## src/rtl/fetch_stage_pkg.sv

```systemverilog
// Shared types and constants for the instruction-fetch stage.
package fetch_stage_pkg;

    typedef enum logic [1:0] {
        FETCH = 2'd0,
        HOLD  = 2'd1,
        FLUSH = 2'd2
    } fetch_state_t;

    typedef struct packed {
        logic [63:0] pc;
        logic [31:0] instr;
    } fetch_entry_t;

    localparam logic [31:0] NOP_INSTR = 32'h0000_0013;
    localparam logic [63:0] PCRESET   = 64'h8000_0000;

    function automatic logic [63:0] align_pc(input logic [63:0] pc);
        return pc & ~64'd3;
    endfunction

endpackage

```

## src/rtl/fetch_queue.sv

```systemverilog
// Circular FIFO of fetched {pc, instr} entries; flush wins over push/pop.
module fetch_queue
    import fetch_stage_pkg::*;
#(
    parameter int DEPTH = 2
) (
    input  logic                       clk,
    input  logic                       reset,
    input  logic                       push_i,
    input  fetch_entry_t               push_data_i,
    input  logic                       pop_i,
    input  logic                       flush_i,
    output fetch_entry_t               head_o,
    output logic                       full_o,
    output logic                       empty_o,
    output logic [$clog2(DEPTH):0]     count_o
);
    localparam int AW = $clog2(DEPTH);
    localparam int CW = AW + 1;

    fetch_entry_t   mem_q [DEPTH];
    logic [AW-1:0]  head_q, tail_q;
    logic [CW-1:0]  count_q;
    logic           do_push, do_pop;

    assign empty_o = (count_q == '0);
    assign full_o  = (count_q == CW'(DEPTH));
    assign count_o = count_q;
    assign head_o  = mem_q[head_q];

    assign do_pop  = pop_i && !empty_o;
    assign do_push = push_i && (!full_o || do_pop);

    // Storage carries no reset; empty_o masks stale contents.
    always_ff @(posedge clk) begin
        if (do_push && !flush_i) begin
            mem_q[tail_q] <= push_data_i;
        end
    end

    always_ff @(posedge clk or negedge reset) begin
        if (!reset) begin
            head_q  <= '0;
            tail_q  <= '0;
            count_q <= '0;
        end else if (flush_i) begin
            head_q  <= '0;
            tail_q  <= '0;
            count_q <= '0;
        end else begin
            if (do_push) tail_q <= tail_q + 1'b1;
            if (do_pop)  head_q <= head_q + 1'b1;
            count_q <= count_q + CW'(do_push) - CW'(do_pop);
        end
    end

endmodule

```

## src/rtl/fetch_stage.sv

```systemverilog
// Instruction-fetch stage: pc register and FETCH/HOLD/FLUSH control around a
// small instruction queue feeding decode.
module fetch_stage
    import fetch_stage_pkg::*;
#(
    parameter logic [63:0] RESET_PC    = PCRESET,
    parameter int          QUEUE_DEPTH = 2
) (
    input  logic        clk,
    input  logic        reset,
    output logic        ireq_valid,
    output logic [63:0] ireq_addr,
    input  logic        iresp_ok,
    input  logic [31:0] iresp_data,
    input  logic        redirect_valid,
    input  logic [63:0] redirect_pc,
    output logic        dec_valid,
    input  logic        dec_ready,
    output logic [31:0] dec_instr,
    output logic [63:0] dec_pc
);
    localparam int CW = $clog2(QUEUE_DEPTH) + 1;

    fetch_state_t  state_q;
    logic [63:0]   pc_q;
    logic [63:0]   addr_q;
    logic          req_q;

    logic          resp, push, pop;
    logic          q_full, q_empty;
    logic [CW-1:0] q_count, count_after;
    fetch_entry_t  head;
    fetch_entry_t  new_entry;

    // A data_ok only counts while a request is actually on the bus.
    assign resp        = req_q && iresp_ok;
    assign pop         = !q_empty && dec_ready && !redirect_valid;
    assign push        = (state_q == FETCH) && resp && !redirect_valid && (!q_full || pop);
    assign count_after = q_count + CW'(push) - CW'(pop);
    assign new_entry   = '{pc: pc_q, instr: iresp_data};

    fetch_queue #(.DEPTH(QUEUE_DEPTH)) u_queue (
        .clk         (clk),
        .reset       (reset),
        .push_i      (push),
        .push_data_i (new_entry),
        .pop_i       (pop),
        .flush_i     (redirect_valid),
        .head_o      (head),
        .full_o      (q_full),
        .empty_o     (q_empty),
        .count_o     (q_count)
    );

    // addr_q keeps the in-flight address through FLUSH so the bus sees a
    // stable request until its data_ok; pc_q already points at the target.
    always_ff @(posedge clk or negedge reset) begin
        if (!reset) begin
            state_q <= FETCH;
            pc_q    <= RESET_PC;
            addr_q  <= RESET_PC;
            req_q   <= 1'b0;
        end else if (redirect_valid) begin
            pc_q <= align_pc(redirect_pc);
            if (req_q && !iresp_ok) begin
                state_q <= FLUSH;
                req_q   <= 1'b1;
            end else begin
                state_q <= FETCH;
                req_q   <= 1'b1;
                addr_q  <= align_pc(redirect_pc);
            end
        end else begin
            case (state_q)
                FETCH: begin
                    req_q <= 1'b1;
                    if (resp) begin
                        pc_q   <= pc_q + 64'd4;
                        addr_q <= pc_q + 64'd4;
                        if (count_after >= CW'(QUEUE_DEPTH)) begin
                            state_q <= HOLD;
                            req_q   <= 1'b0;
                        end
                    end
                end
                HOLD: begin
                    if (pop) begin
                        state_q <= FETCH;
                        req_q   <= 1'b1;
                        addr_q  <= pc_q;
                    end
                end
                FLUSH: begin
                    if (resp) begin
                        state_q <= FETCH;
                        addr_q  <= pc_q;
                    end
                end
                default: begin
                    state_q <= FETCH;
                    req_q   <= 1'b0;
                end
            endcase
        end
    end

    assign ireq_valid = req_q;
    assign ireq_addr  = addr_q;

    assign dec_valid  = !q_empty;
    assign dec_instr  = q_empty ? NOP_INSTR : head.instr;
    assign dec_pc     = q_empty ? 64'd0     : head.pc;

endmodule

```

## config.mk

```make
export PLATFORM = sky130hd
export DESIGN_NAME = fetch_stage
export DESIGN_NICKNAME = d
export VERILOG_FILES = /design/src/rtl/fetch_stage_pkg.sv /design/src/rtl/fetch_queue.sv /design/src/rtl/fetch_stage.sv
export SDC_FILE = /design/constraint.sdc
export NUM_CORES = 1
export LEC_CHECK = 0
export CELL_PAD_IN_SITES_DETAIL_PLACEMENT = 0
export CELL_PAD_IN_SITES_GLOBAL_PLACEMENT = 2
export CORE_ASPECT_RATIO = 1.1
export CORE_UTILIZATION = 35
export CTS_CLUSTER_DIAMETER = 60
export DETAILED_ROUTE_END_ITERATION = 8
export PLACE_DENSITY = 0.93
export REMOVE_ABC_BUFFERS = 1
export SLEW_MARGIN = 10
export SYNTH_ARGS = -nofsm -noshare
export SYNTH_HDL_FRONTEND = slang
export SYNTH_SLANG_ARGS = --single-unit
```

## constraint.sdc

```tcl
create_clock -name clk -period 14.9 [get_ports clk]
set_input_delay 2.235 -clock clk [delete_from_list [all_inputs] [get_ports clk]]
set_output_delay 2.235 -clock clk [all_outputs]
set_load 0.1 [all_outputs]
```

==> flow_metrics.py <==
metrics = {
    "outcome": {
        "outcome": "finished, final reports clean",
    },
    "synth": {
        "syn_area_per_cell_sq_um": 11.4,
        "synthArstFlopShare_pct": 41.3,
        "ys_seq_area_share_pct": 58.8,
        "synth_top_area_share_pct": 37.1,
        "synth_top_area_cell": "edfxtp_1",
        "yosys_warnings": 0,
        "syn_inst": 1341,
        "synth_area_sq_um": 15200,
        "synth_edf_count": 188,
        "netlist_top_cells_area": "edfxtp_1 (37%), dfrtp_1 (21%), mux2i_1 (6.7%), nor2_1 (4.6%), xnor2_1 (4.1%)",
        "synth.distinct_cells": 57,
        "synth_seq_cells": 320,
        "ys.flop_type": "edfxtp_1",
    },
    "cts": {
        "cts.clk_slew.worst_paths_ns": 0.06,
        "cts_made_buffers": 38,
        "cts_tree": "yes",
        "clock_latency_ns": 0.53,
        "holdBufCountCts": 0,
        "cts.path.max_buffers": 3,
        "postCtsSetupBuffers": 0,
        "clock_sinks": 320,
        "clk_root_buffer_cell": "clkbuf_16",
        "cts_htree_levels": 2,
        "cts_resized": 0,
    },
    "floorplan": {
        "num_io_pins": 263,
        "fp.coreArea_sq_um": 42600,
        "core.rowCount": 79,
        "die_area_sq_um": 44400,
        "die_w_um": 201,
        "initial_core_util_pct": 35.8,
        "die_y_um": 221,
    },
    "placed_design": {
        "port_buffers": 258,
        "place_inst": 2092,
        "place_ws_ns": 9.15,
        "place_area_sq_um": 18300,
        "routabilityCongestion": 0.854,
        "dpl.hpwl_um": 30400,
    },
    "critical_path": {
        "crit_chain": "nor2_4 > buf_4 > inv_1 > nand2_1 > clkdlybuf4s50_1",
        "worstPathArrival_ns": 3.90,
        "crit_buf_inv": 3,
        "crit_family": "buffers and inverters",
        "worst_setup_path_end_kind": "output port",
        "cp_max_fo": 58,
        "crit_required_ns": 12.66,
        "cp_slowest_stage_delay_ns": 1.13,
        "start_kind": "register",
        "worstSetupPathType": "register to output port",
        "crit_slowest_cell": "clkdlybuf4s50_1",
    },
    "finish": {
        "final_util_pct": 45.9,
        "final_nets": 1673,
        "drive_gt1_share_pct": 8.22,
        "diodes": 0,
        "area_delta_synth_final_pct": 28.4,
        "fin_cells": 2161,
        "final_area_sq_um": 19600,
    },
    "sta": {
        "max_freq_mhz": 163,
        "setup_slack_ns": 8.76,
        "setup_tns_ns": 0,
        "slew_headroom_pct": 27.0,
        "fin_skew_ns": 0.0146,
        "worst_pin_slew_ns": 1.09,
        "min_period_ns": 6.14,
        "hold_viol_final": 0,
        "timing.hold.ws_ns": 0.481,
        "grt_setup_unrepaired": "no",
        "period_share_pct": 41.2,
        "drv_slew": 0,
        "setup_viol": 0,
    },
    "grt": {
        "grt_usage_pct": 20.2,
        "grt_pass1_wl_um": 69000,
        "grt_antenna_before_repair": 1,
        "grt_pass1_vias": 11300,
        "grt_max_degree": 60,
        "grt_overflow": 0,
    },
    "route": {
        "first_pass_iters": 5,
        "routed_via_density": 5.14,
        "via_count": 11100,
        "route.detailed.drc": 0,
        "drtAntennaViolNets": 0,
        "wl_per_cell_um": 20.9,
        "drt_wl_total_um": 45100,
        "first_iter_violations": 731,
    },
    "power_and_ir_drop": {
        "power.total_mw": 4.45,
        "ir_drop_uv": 154,
        "p_per_area_nw_per_um2": 228,
        "leakagePower_nw": 6.74,
    },
    "min_path": {
        "hp-class": "register to register",
    },
    "job": {
        "drv_cap": 0,
    },
}
## cells in the mapped netlist, drive strengths merged (8+ instances only)
| master | count |
|---|---|
| and4 | 8 |
| nand2b | 11 |
| clkbuf | 64 |
| mux2i | 102 |
| nor2 | 188 |
| dfrtp | 130 |
| nand4 | 33 |
| o221ai | 9 |
| mux2 | 24 |
| nor3 | 28 |
| inv | 12 |
| nand3 | 41 |
| nor4 | 27 |
| xnor2 | 71 |
| a21oi | 39 |
| a221oi | 16 |
| o21ai | 63 |
| xor2 | 51 |
| nand2 | 117 |
| edfxtp | 188 |
| buf | 27 |
| and3 | 13 |
## worst paths after layout
kind	start	to	slack, ns	cells past startpoint
max	u_queue.count_o[1]	dec_instr[0]	8.76	5
min	ireq_addr[6]	ireq_addr[6]	0.48	2
max reg2reg	u_queue.count_o[1]	ireq_valid	11.18	10
min reg2reg	ireq_addr[6]	ireq_addr[6]	0.48	2
max in group asynchronous	reset	u_queue.head_q	11.36	3
min in group asynchronous	reset	pc_q[22]	1.68	1
## kinds of logic (layout without fill, tap and decap cells)
family	after synthesis	count (layout)	share of synthesized area, %
AO/OA/AOI/OAI	165	165	6.64
buffers and inverters	103	355	2.76
other	1	2	0.0246
multiplexers	126	126	8.48
XOR/XNOR	122	122	7.01
flip-flops	320	320	58.8
AND/OR/NAND/NOR	497	497	15.8
adder cells (fa/ha/maj)	7	7	0.575
## power by group
group	internal (mW)	switching [mW]	leakage [nW]
combinational	0.504	1.77	2.88
sequential	1.11	0.132	3.25
clock	0.562	0.378	0.610
## worst register-to-register path: stages (launching register included)
cell     delay (ns)
dfrtp_1        0.47
nor2_4         0.71
buf_4          0.67
inv_1          0.28
nand2_1        0.19
nor2_1         0.06
ha_1           0.30
nor4_1         0.35
xnor2_1        0.19
nor4b_1        0.27
o31ai_1        0.11
## registers in the layout (all words and copies together), names as in the netlist
| register | flops |
|---|---|
| u_queue.mem_q | 188 |
| ireq_addr | 63 |
| ireq_valid | 1 |
| state_q | 2 |
| pc_q | 62 |
| u_queue.head_q | 1 |
| u_queue.count_o | 2 |
| u_queue.tail_q | 1 |
## final cells by class
cell class                      instances  area, sq um
Clock buffer                           46         1020
Tap cell                              567          709
Timing Repair Buffer                  274         2700
Fill cell                            3947        23000
Sequential cell                       320         8950
Multi-Input combinational cell        919         5900
Clock inverter                         23          243
Inverter                               12         46.3
## layer usage
layer  up-vias  track usage (%)  wire length (um)
li1       5247                -                 -
met4         0             5.69               899
met5         -                0                 0
met2       338             34.2             22100
met3        54             4.21              2750
met1      5458             26.0             19400
## placed cells by master (no fill, tap or decap), types with 7 or more instances in the layout
cell	Yosys	layout
nand2b_1	11	11
nor3_1	24	24
xnor2_1	71	71
mux2i_1	102	102
a21oi_1	39	39
nand3_1	39	39
inv_1	11	11
edfxtp_1	188	188
mux2_2	24	24
a221oi_1	16	16
o221ai_1	9	9
xor2_1	51	51
clkdlybuf4s50_1	0	256
nor2_1	188	185
and4_1	8	8
o21ai_0	59	59
dfrtp_1	130	129
nor4_1	23	22
and3_1	13	13
ha_1	7	7
clkbuf_16	0	39
nand4_1	30	30
nand2_1	116	115
o22ai_1	7	7
buf_4	4	17
Note: power is estimated with default switching activity, not from simulation.
